--- src/rtl/pipeline_pkg.sv ---
// pipeline_pkg: inter-stage bundle types, widths and ResultSrc encodings
package pipeline_pkg;
    localparam logic [1:0] RESULT_ALU = 2'b00;
    localparam logic [1:0] RESULT_MEM = 2'b01;
    localparam logic [1:0] RESULT_PC4 = 2'b10;
    typedef struct packed {
        logic       reg_write;
        logic [1:0] result_src;
        logic       mem_write;
        logic [2:0] addressing_control;
    } ex_mem_ctrl_t;
    typedef struct packed {
        logic [31:0] alu_result;
        logic [31:0] write_data;
        logic [4:0]  rd;
        logic [31:0] pc_plus4;
    } ex_mem_data_t;
    localparam int EX_MEM_CTRL_W = $bits(ex_mem_ctrl_t);
    localparam int EX_MEM_DATA_W = $bits(ex_mem_data_t);
endpackage

--- src/rtl/pipe_slot.sv ---
// pipe_slot: one valid/ctrl/data register; ctrl is zero whenever the slot is empty
module pipe_slot #(
    parameter int CTRL_W = 7,
    parameter int DATA_W = 101
) (
    input  logic              clk,
    input  logic              rst,
    input  logic              clr,
    input  logic              load,
    input  logic [CTRL_W-1:0] ld_ctrl,
    input  logic [DATA_W-1:0] ld_data,
    output logic              valid,
    output logic [CTRL_W-1:0] ctrl,
    output logic [DATA_W-1:0] data
);
    // data is deliberately left alone on clear to avoid needless toggling
    always_ff @(posedge clk) begin
        if (rst) begin
            valid <= 1'b0;
            ctrl  <= '0;
            data  <= '0;
        end else if (clr) begin
            valid <= 1'b0;
            ctrl  <= '0;
        end else if (load) begin
            valid <= 1'b1;
            ctrl  <= ld_ctrl;
            data  <= ld_data;
        end
    end
endmodule

--- src/rtl/pipe_stage_reg.sv ---
// pipe_stage_reg: elastic valid/ready pipeline register with optional skid slot,
// flush and saturating stall counter
module pipe_stage_reg
    import pipeline_pkg::*;
#(
    parameter int CTRL_W = EX_MEM_CTRL_W,
    parameter int DATA_W = EX_MEM_DATA_W,
    parameter int SKID   = 1,
    parameter int CNT_W  = 16
) (
    input  logic              clk,
    input  logic              rst,
    input  logic              flush,
    input  logic              in_valid,
    output logic              in_ready,
    input  logic [CTRL_W-1:0] in_ctrl,
    input  logic [DATA_W-1:0] in_data,
    output logic              out_valid,
    input  logic              out_ready,
    output logic [CTRL_W-1:0] out_ctrl,
    output logic [DATA_W-1:0] out_data,
    output logic [CNT_W-1:0]  stall_count
);
    logic              in_xfer, out_xfer, main_load, main_clr;
    logic [CTRL_W-1:0] main_ld_ctrl;
    logic [DATA_W-1:0] main_ld_data;

    assign in_xfer  = in_valid && in_ready;
    assign out_xfer = out_valid && out_ready;
    assign main_clr = flush || (out_xfer && !main_load);

    generate
        if (SKID != 0) begin : g_skid
            logic              skid_valid, skid_load, skid_clr;
            logic [CTRL_W-1:0] skid_ctrl;
            logic [DATA_W-1:0] skid_data;
            // in_ready depends only on the skid flop, never on out_ready
            assign in_ready     = !skid_valid && !rst;
            assign main_load    = skid_valid ? out_xfer : in_xfer && (!out_valid || out_xfer);
            assign main_ld_ctrl = skid_valid ? skid_ctrl : in_ctrl;
            assign main_ld_data = skid_valid ? skid_data : in_data;
            assign skid_load    = in_xfer && out_valid && !out_xfer;
            assign skid_clr     = flush || (out_xfer && skid_valid);
            pipe_slot #(.CTRL_W(CTRL_W), .DATA_W(DATA_W)) u_skid (
                .clk(clk), .rst(rst), .clr(skid_clr), .load(skid_load),
                .ld_ctrl(in_ctrl), .ld_data(in_data),
                .valid(skid_valid), .ctrl(skid_ctrl), .data(skid_data)
            );
        end else begin : g_single
            assign in_ready     = (out_ready || !out_valid) && !rst;
            assign main_load    = in_xfer;
            assign main_ld_ctrl = in_ctrl;
            assign main_ld_data = in_data;
        end
    endgenerate

    pipe_slot #(.CTRL_W(CTRL_W), .DATA_W(DATA_W)) u_main (
        .clk(clk), .rst(rst), .clr(main_clr), .load(main_load),
        .ld_ctrl(main_ld_ctrl), .ld_data(main_ld_data),
        .valid(out_valid), .ctrl(out_ctrl), .data(out_data)
    );

    always_ff @(posedge clk) begin
        if (rst)
            stall_count <= '0;
        else if (out_valid && !out_ready && stall_count != {CNT_W{1'b1}})
            stall_count <= stall_count + CNT_W'(1);
    end
endmodule

--- config.mk ---
export PLATFORM = sky130hd
export DESIGN_NAME = pipe_stage_reg
export DESIGN_NICKNAME = d
export VERILOG_FILES = /design/src/rtl/pipeline_pkg.sv /design/src/rtl/pipe_slot.sv /design/src/rtl/pipe_stage_reg.sv
export SDC_FILE = /design/constraint.sdc
export NUM_CORES = 1
export LEC_CHECK = 0
export CAP_MARGIN = 20
export CORE_MARGIN = 3
export CORE_UTILIZATION = 65
export CTS_BUF_LIST = sky130_fd_sc_hd__clkbuf_2
export DETAILED_ROUTE_END_ITERATION = 7
export DONT_BUFFER_PORTS = 1
export GPL_TIMING_DRIVEN = 1
export PLACE_DENSITY = 0.86
export SLEW_MARGIN = 20
export SYNTH_ARGS = -nofsm -noshare
export SYNTH_HDL_FRONTEND = slang
export SYNTH_SLANG_ARGS = --single-unit
export TNS_END_PERCENT = 1
--- constraint.sdc ---
create_clock -name clk -period 2.75 [get_ports clk]
set_input_delay 0.825 -clock clk [delete_from_list [all_inputs] [get_ports clk]]
set_output_delay 0.825 -clock clk [all_outputs]
set_load 0.01 [all_outputs]
==> impl_results.md, run 1 <==
* Status: completed
* Critical Path Slowest Stage Cell: dfxtp_4
* Fraction of post-synthesis cell area in the top cell type by area at a little under half
* WL per Instance at approximately 17 um
* WP data required at 1.93 ns
* Initial antenna violation count at 0
* Depth of the CTS H-tree at 2
* Pwr dens at 575 nW/um^2
* DIE AREA at 16500 sq um
* Synth Register Bits at roughly 230
* First-pass GRT wire length at between 30 and 40 mm
* Vias at 7447
* Layout Skew at 0.0238 ns
* Cell with the most instances after synthesis: dfxtp_1
* Antenna-violating nets left at 0
* Pleak at 3.19 nW
* Port bufs at 0
* Reg2Reg Depth at 6
* Hold Startpoint: rst
* Nets at around 1200
* Max_slew headroom at between 20% and 30%
* Register area share after synthesis at between 40% and 50%
* Final hold viol count at 0
* Clock transition at path regs at 0.10 ns
* Die Y at between 100 and 150 um
* Synth Net Count at about 1200
* Drc violations at 0
* Design area at just over 10000 sq um
* Synth Instances at 1062
* Mean post-synth cell area at just over 9 sq um
* Initial Utilization at between 60 and 70%
* Die span in x at roughly 130 um
* Fin crit share at between 80% and 90%
* Layout cell share with drive strength beyond 1 at between 10% and 20%
* Setup TNS at 0 ns
* Largest net degree at the start of global routing at roughly 230
* Crit-path max FO at 15
* Worst-margin pin slew at around 1.1 ns
* Crit path cell chain: nor2_1
* Resized cells post-CTS at 0
* # hold bufs at CTS at 0
* Max-capacitance violation count at 0
* Hold endpoint: g_skid.u_skid.data[81]$_SDFFE_PP0P_
* # placed instances at approximately 1200
* Worst R2R Start: g_skid.u_skid.valid$_SDFFE_PP0P_
* CP Capture Type: primary output
* Post-CTS Setup Bufs at 0
* CTS tree: done
* Placed Area at 9840 sq um
* Routed WL at roughly 22 mm
* Yosys synthesis warning count at 0
* GRT Util Overall at 25.6%
* Hold Path Depth at 1
* Async SR Flop Fraction at 0%
* Worst setup SP type: flop
* Max VDD drop at about 340 uV
* CORE AREA at between 10000 and 15000 sq um
* Max clock buf depth at 3
* Most instantiated cells after synthesis: 234 x dfxtp_1, 217 x nand2_1, 120 x nor2_1
* Worst Path Arrival at 1.42 ns
* DR vias/cell at a little under 6
* Final Max Tran Viols at 0
* Post-DP HPWL at 14.4 mm
* Min Tclk post-route at ~2.2 ns
* Syn-to-layout area delta at 5.43%
* Top cells by area, synth: dfxtp_1 48%, mux2i_1 11%, a211oi_2 10%
* Mapped Area at 9760 sq um
* Antenna diode count at 0
* WP buf/inv at 0
* CTS Root Cell: clkbuf_2
* Slowest stage delay, CP at ~0.43 ns
* Hold crit path type: in -> reg
* Final non-filler cell total at ~1300
* Vias in the first global route at ~7300
* # rows at 44
* Reg2reg end: u_main.data[38]$_SDFFE_PP0P_
* FF-to-FF setup slack at roughly 0.65 ns
* Post-synth top area cell: dfxtp_1
* Worst-Skew Late Latency at between 0.7 and 0.8 ns
* Clk sink count at approximately 230
* EDFF count, synth at 0
* Crit path max-delay family: flip-flops
* Final setup viols at 0
* Pre-Repair DR Iteration Count at 6
* Final RePlAce weighted congestion at a little under 0.8
* Top FF cell, synth: dfxtp_1
* Grt ovf at 0
* TritonCTS Buffers at 55
* I/O pin total at 239
* Fmax achieved at about 450 MHz
* WS Path Type: reg -> out
* Synth cell types at 40
* Drt initial violations at between 400 and 500
* RSZ-0062 raised after global routing: no
==> through the flow <==
step	hold slack (ns)	worst slack [ns]	power [mW]	utilization, %
final	0.124	0.507	5.92	70.6
after global routing	0.00119	0.337	6.24	70.6
after CTS	0.00270	0.370	6.02	70.6
after detailed placement	0.440	0.276	3.97	67.4
after global placement	0.435	0.328	3.95	67.4
after floorplan	0.436	0.280	3.95	-
==> kinds of logic after synthesis <==
logic type,Yosys count,share of synthesized area (%)
AO/OA/AOI/OAI,242,19.6
AND/OR/NAND/NOR,385,16.1
flip-flops,234,48.0
buffers and inverters,89,4.69
adder cells (fa/ha/maj),1,0.128
multiplexers,111,11.4
==> registers in the layout, summed over array words and instances, names as in the netlist <==
name / flops
g_skid.u_skid.data: 101
u_main.ctrl: 7
u_main.data: 101
g_skid.u_skid.ctrl: 7
g_skid.u_skid.valid: 1
stall_count: 16
u_main.valid: 1
==> final cells by class <==
| cell class | count | area (sq um) |
|---|---|---|
| sequential | 234 | 4690 |
| clock inverter | 16 | 60.1 |
| tap | 184 | 230 |
| timing repair buffer | 21 | 270 |
| multi-input combinational | 739 | 4640 |
| inverter | 3 | 11.3 |
| clock buffer | 79 | 395 |
| fill | 1152 | 4300 |
==> per-layer routing <==
metal / part of all wire (%) / vias up / GRT usage, %
li1: - / 3700 / -
met1: 39 / 3396 / 29.6
met4: 3.4 / 0 / 11.9
met3: 11 / 56 / 10.8
met2: 47 / 295 / 41.3
met5: 0 / - / 0
==> cell usage in the layout (no fill, tap or decap), drive strengths merged, types with 6 or more instances in the layout <==
| cell | count |
|---|---|
| mux2i | 109 |
| dfxtp | 234 |
| nor2 | 120 |
| a211oi | 109 |
| nand3 | 11 |
| a21oi | 119 |
| buf | 21 |
| nor3 | 6 |
| clkbuf | 79 |
| nand2 | 217 |
| clkinv | 16 |
==> power by group <==
group          switching [mW]  internal (mW)  total (mW)  leakage [nW]
combinational           0.165          0.139       0.303         0.936
clock                    1.28          0.761        2.04         0.353
sequential              0.107           3.47        3.58          1.90
==> worst register-to-register path: cells and delay by family (launching register included) <==
| family | cells | cell delay [ns] |
|---|---|---|
| flops | 1 | 0.43 |
| compound gates | 2 | 0.49 |
| simple gates | 2 | 0.60 |
| buf+inv | 2 | 0.48 |
==> worst max-delay path by stage <==
stage	cells past startpoint	endpoint	startpoint	slack, ns
finish	1	in_ready	g_skid.u_skid.valid$_SDFFE_PP0P_	0.51
CTS	1	in_ready	g_skid.u_skid.valid$_SDFFE_PP0P_	0.37
floorplan	4	in_ready	rst	0.28
global placement	6	u_main.data[77]$_SDFFE_PP0P_	rst	0.33
global route	1	in_ready	g_skid.u_skid.valid$_SDFFE_PP0P_	0.34
detailed placement	6	u_main.data[65]$_SDFFE_PP0P_	rst	0.28
Note: power is estimated with default switching activity, not from simulation.
==> inputs of run 2 (changes only) <==
- ABC_AREA: unset -> 1
- CORE_UTILIZATION: 65 -> 59
- PLACE_DENSITY: 0.86 -> 0.83
- clock period: 2.75 -> 2.04 ns (I/O delays scaled with it)
==> run 2 against run 1 <==
- critical path depth is the same
- global-route usage up 4.5 points
- clock skew grew 0.032 ns
- sequential power grew 35%
- critical path type unchanged
- largest cell class unchanged
==> impl_results.md, run 2 <==
* Reg2Reg Depth at 8 (was 6)
* CP Capture Type: primary output (unchanged)
* Synth Net Count at 1565 (was 1176)
* RSZ-0062 raised after global routing: no (unchanged)
* Clk sink count at 234 (unchanged)
* WP buf/inv at 0 (unchanged)
* Critical Path Slowest Stage Cell: dfxtp_4 (unchanged)
* Busiest grt layer: met2 (unchanged)
* Nets at 1667 (was 1168)
* Most instantiated cells after synthesis: 430 x nor2_1, 378 x nand2_1, 234 x dfxtp_1 (was 234 x dfxtp_1, 217 x nand2_1, 120 x nor2_1)
* TritonCTS Buffers at 57 (was 55)
* Met1 usage at 36.8% (was 29.6%)
* Port bufs at 0 (unchanged)
* GRT Util Overall at 30.1% (was 25.6%)
* Worst Path Arrival at 1.30 ns (was 1.42 ns)
* First-pass GRT wire length at 46.0 mm (was 35.1 mm)
* Most common cell after layout, fill and taps aside: nor2_1 (was dfxtp_1)
* Clock share of power at 34.6% (was 34.4%)
* CTS Root Cell: clkbuf_2 (unchanged)
* Final setup viols at 0 (unchanged)
* Hold Startpoint: in_data[97] (was rst)
* Reg power frac at 56.1% (was 60.5%)
* Final hold viol count at 0 (unchanged)
* Post-DP HPWL at 15.8 mm (was 14.4 mm)
* Status: completed (unchanged)
* Register area share after synthesis at 47.0% (was 48.0%)
* Final RePlAce weighted congestion at 0.823 (was 0.795)
* # rows at 46 (was 44)
* Cell internal pwr at 6.22 mW (was 4.37 mW)
* Depth of the CTS H-tree at 2 (unchanged)
* Drc violations at 0 (unchanged)
* Mean post-synth cell area at 6.87 sq um (was 9.19 sq um)
* Drt initial violations at 663 (was 471)
* WP data required at 1.43 ns (was 1.93 ns)
* Setup TNS at 0 ns (unchanged)
* Final Max Tran Viols at 0 (unchanged)
* Fraction of post-synthesis cell area in the top cell type by area at 47.0% (was 48.0%)
* Max-capacitance violation count at 0 (unchanged)
* Slowest stage delay, CP at 0.38 ns (was 0.43 ns)
* Worst setup SP type: flop (unchanged)
* M3 GR Usage at 9.36% (was 10.8%)
* Top cells by area, synth: dfxtp_1 47%, nor2_1 16%, nand2_1 14% (was dfxtp_1 48%, mux2i_1 11%, a211oi_2 10%)
* Synth cell types at 25 (was 40)
* Largest net degree at the start of global routing at 102 (was 226)
* DR vias/cell at 5.60 (was 5.84)
* Design area at 11800 sq um (was 10300 sq um)
* FF-to-FF setup slack at 0.20 ns (was 0.65 ns)
* Pre-Repair DR Iteration Count at 5 (was 6)
* Routing usage on met2 at 48.1% (was 41.3%)
* Vias in the first global route at 9464 (was 7325)
* Cell with the most instances after synthesis: nor2_1 (was dfxtp_1)
* Fin crit share at 93.5%
* # placed instances at 1591 (was 1181)
* Antenna-violating nets left at 0 (unchanged)
* Synth Register Bits at 234 (unchanged)
* DIE AREA at 18500 sq um (was 16500 sq um)
* Hold crit path type: in -> reg (unchanged)
* Sw Ratio at 27.7% (was 26.1%)
* Initial antenna violation count at 1 (was 0)
* Fillers at 1241 (was 1152)
* NetSw at 2.39 mW (was 1.55 mW)
* CTS tree: done (unchanged)
* Final non-filler cell total at 1806 (was 1276)
* Layout cell share with drive strength beyond 1 at 8.37% (was 17.4%)
* Pwr dens at 731 nW/um^2 (was 575 nW/um^2)
* Post-synth top area cell: dfxtp_1 (unchanged)
* Yosys synthesis warning count at 0 (unchanged)
* Routed WL at 28.9 mm (was 21.6 mm)
* Async SR Flop Fraction at 0% (unchanged)
* Die Y at 136 um (was 129 um)
* Die span in x at 136 um (was 129 um)
* Vias at 10120 (was 7447)
* Mapped Area at 9960 sq um (was 9760 sq um)
* Crit path cell chain: nor2_4 (was nor2_1)
* Worst-Skew Late Latency at 0.78 ns (was 0.77 ns)
* Max VDD drop at 582 uV (was 341 uV)
* Top FF cell, synth: dfxtp_1 (unchanged)
* Final core occ at 72.6% (was 70.6%)
* I/O pin total at 239 (unchanged)
* Reg2reg end: stall_count[6]$_SDFFE_PP0P_ (was u_main.data[38]$_SDFFE_PP0P_)
* Hold endpoint: u_main.data[97]$_SDFFE_PP0P_ (was g_skid.u_skid.data[81]$_SDFFE_PP0P_)
* Grt ovf at 0 (unchanged)
* Pleak at 4.79 nW (was 3.19 nW)
* WL per Instance at 16.0 um (was 17.0 um)
* Fmax achieved at between 500 and 600 MHz
* Worst R2R Start: stall_count[1]$_SDFFE_PP0P_ (was g_skid.u_skid.valid$_SDFFE_PP0P_)
* Placed Area at 10100 sq um (was 9840 sq um)
* WS Path Type: reg -> out (unchanged)
* Largest registers: g_skid.u_skid.data (101), u_main.data (101), stall_count (16) (unchanged)
* Most frequent cells in the layout: 429 x nor2_1, 378 x nand2_1, 233 x dfxtp_1 (was 233 x dfxtp_1, 217 x nand2_1, 120 x nor2_1)
* Hold Path Depth at 4 (was 1)
* Max_slew headroom at 58.7% (was 29.4%)
* EDFF count, synth at 0 (unchanged)
* Worst-margin pin slew at 0.619 ns (was 1.06 ns)
* CORE AREA at 16200 sq um (was 14600 sq um)
* Syn-to-layout area delta at 18.2% (was 5.43%)
* Max clock buf depth at 3 (unchanged)
* Clock transition at path regs at 0.12 ns (was 0.10 ns)
* Crit path max-delay family: flip-flops (unchanged)
* Tot Pwr at 8.61 mW (was 5.92 mW)
* Initial Utilization at 61.4% (was 66.9%)
* Gate power share at 9.3% (was 5.1%)
* Synth Instances at 1451 (was 1062)
* Layout Skew at 0.0554 ns (was 0.0238 ns)
* Min Tclk post-route at 1.91 ns
* Crit-path max FO at 3 (was 15)
## run 2: area by class of cell
cell class | instances | area (sq um) | area share (%)
timing repair buffer | 148 | 1580 | 13.4
inverter | 27 | 110 | 0.935
tap | 216 | 270 | 2.29
clock inverter | 15 | 85.1 | 0.722
clock buffer | 80 | 400 | 3.40
antenna | 1 | 2.50 | 0.0212
sequential | 234 | 4690 | 39.8
multi-input combinational | 1085 | 4640 | 39.4
## run 2: repair_timing
action	CTS	global route
buffers inserted	1	0
endpoints found under the setup margin	1	14
hold endpoints to repair	142	8
gates resized for setup	0	1
pin swaps	0	1
hold buffers	110	8
## run 2: worst max path at each step
| stage | from | endpoint | slack [ns] | depth (start not counted) |
|---|---|---|---|---|
| 2_1_floorplan | rst | g_skid.u_skid.data[70]$_SDFFE_PP0P_ | 0.39 | 8 |
| 3_3_place_gp | stall_count[1]$_SDFFE_PP0P_ | stall_count[15]$_SDFFE_PP0P_ | 0.09 | 9 |
| 3_5_place_dp | stall_count[1]$_SDFFE_PP0P_ | stall_count[15]$_SDFFE_PP0P_ | 0.03 | 9 |
| 4_1_cts | stall_count[1]$_SDFFE_PP0P_ | stall_count[15]$_SDFFE_PP0P_ | 0.01 | 9 |
| 5_1_grt | stall_count[2]$_SDFFE_PP0P_ | stall_count[2] | 0.002 | 0 |
| 6_report | g_skid.u_skid.valid$_SDFFE_PP0P_ | in_ready | 0.13 | 1 |
## run 2: power groups by stage
stage / clock (mW) / sequential, mW / combinational (mW)
finish: 2.98 / 4.83 / 0.802
CTS: 3.02 / 4.83 / 0.762
global placement: 0 / 4.93 / 0.564
floorplan: 0 / 4.90 / 0.469
detailed placement: 0 / 4.93 / 0.576
global route: 3.29 / 4.84 / 0.890
## run 2: cell families (layout without fill, tap and decap cells)
family | count (synthesis) | after routing | synth area share [%]
flip-flops | 234 | 234 | 47.0
adder cells (fa/ha/maj) | 1 | 1 | 0.126
other | 0 | 1 | 0
buffers and inverters | 132 | 270 | 6.57
AO/OA/AOI/OAI | 145 | 145 | 7.36
AND/OR/NAND/NOR | 933 | 933 | 38.4
XOR/XNOR | 6 | 6 | 0.527
## run 2: metrics by stage
step                setup WS [ns]  hold WS, ns
floorplan                   0.395        0.424
global placement           0.0855        0.433
detailed placement         0.0286        0.446
CTS                        0.0137     0.000318
global route              0.00160      0.00222
finish                      0.132       0.0732
## run 2: layer usage
layer  part of all wire, %  wire, um
met4                   4.2      1230
met1                    38     11100
met3                    11      3100
met5                     0         0
met2                    47     13500
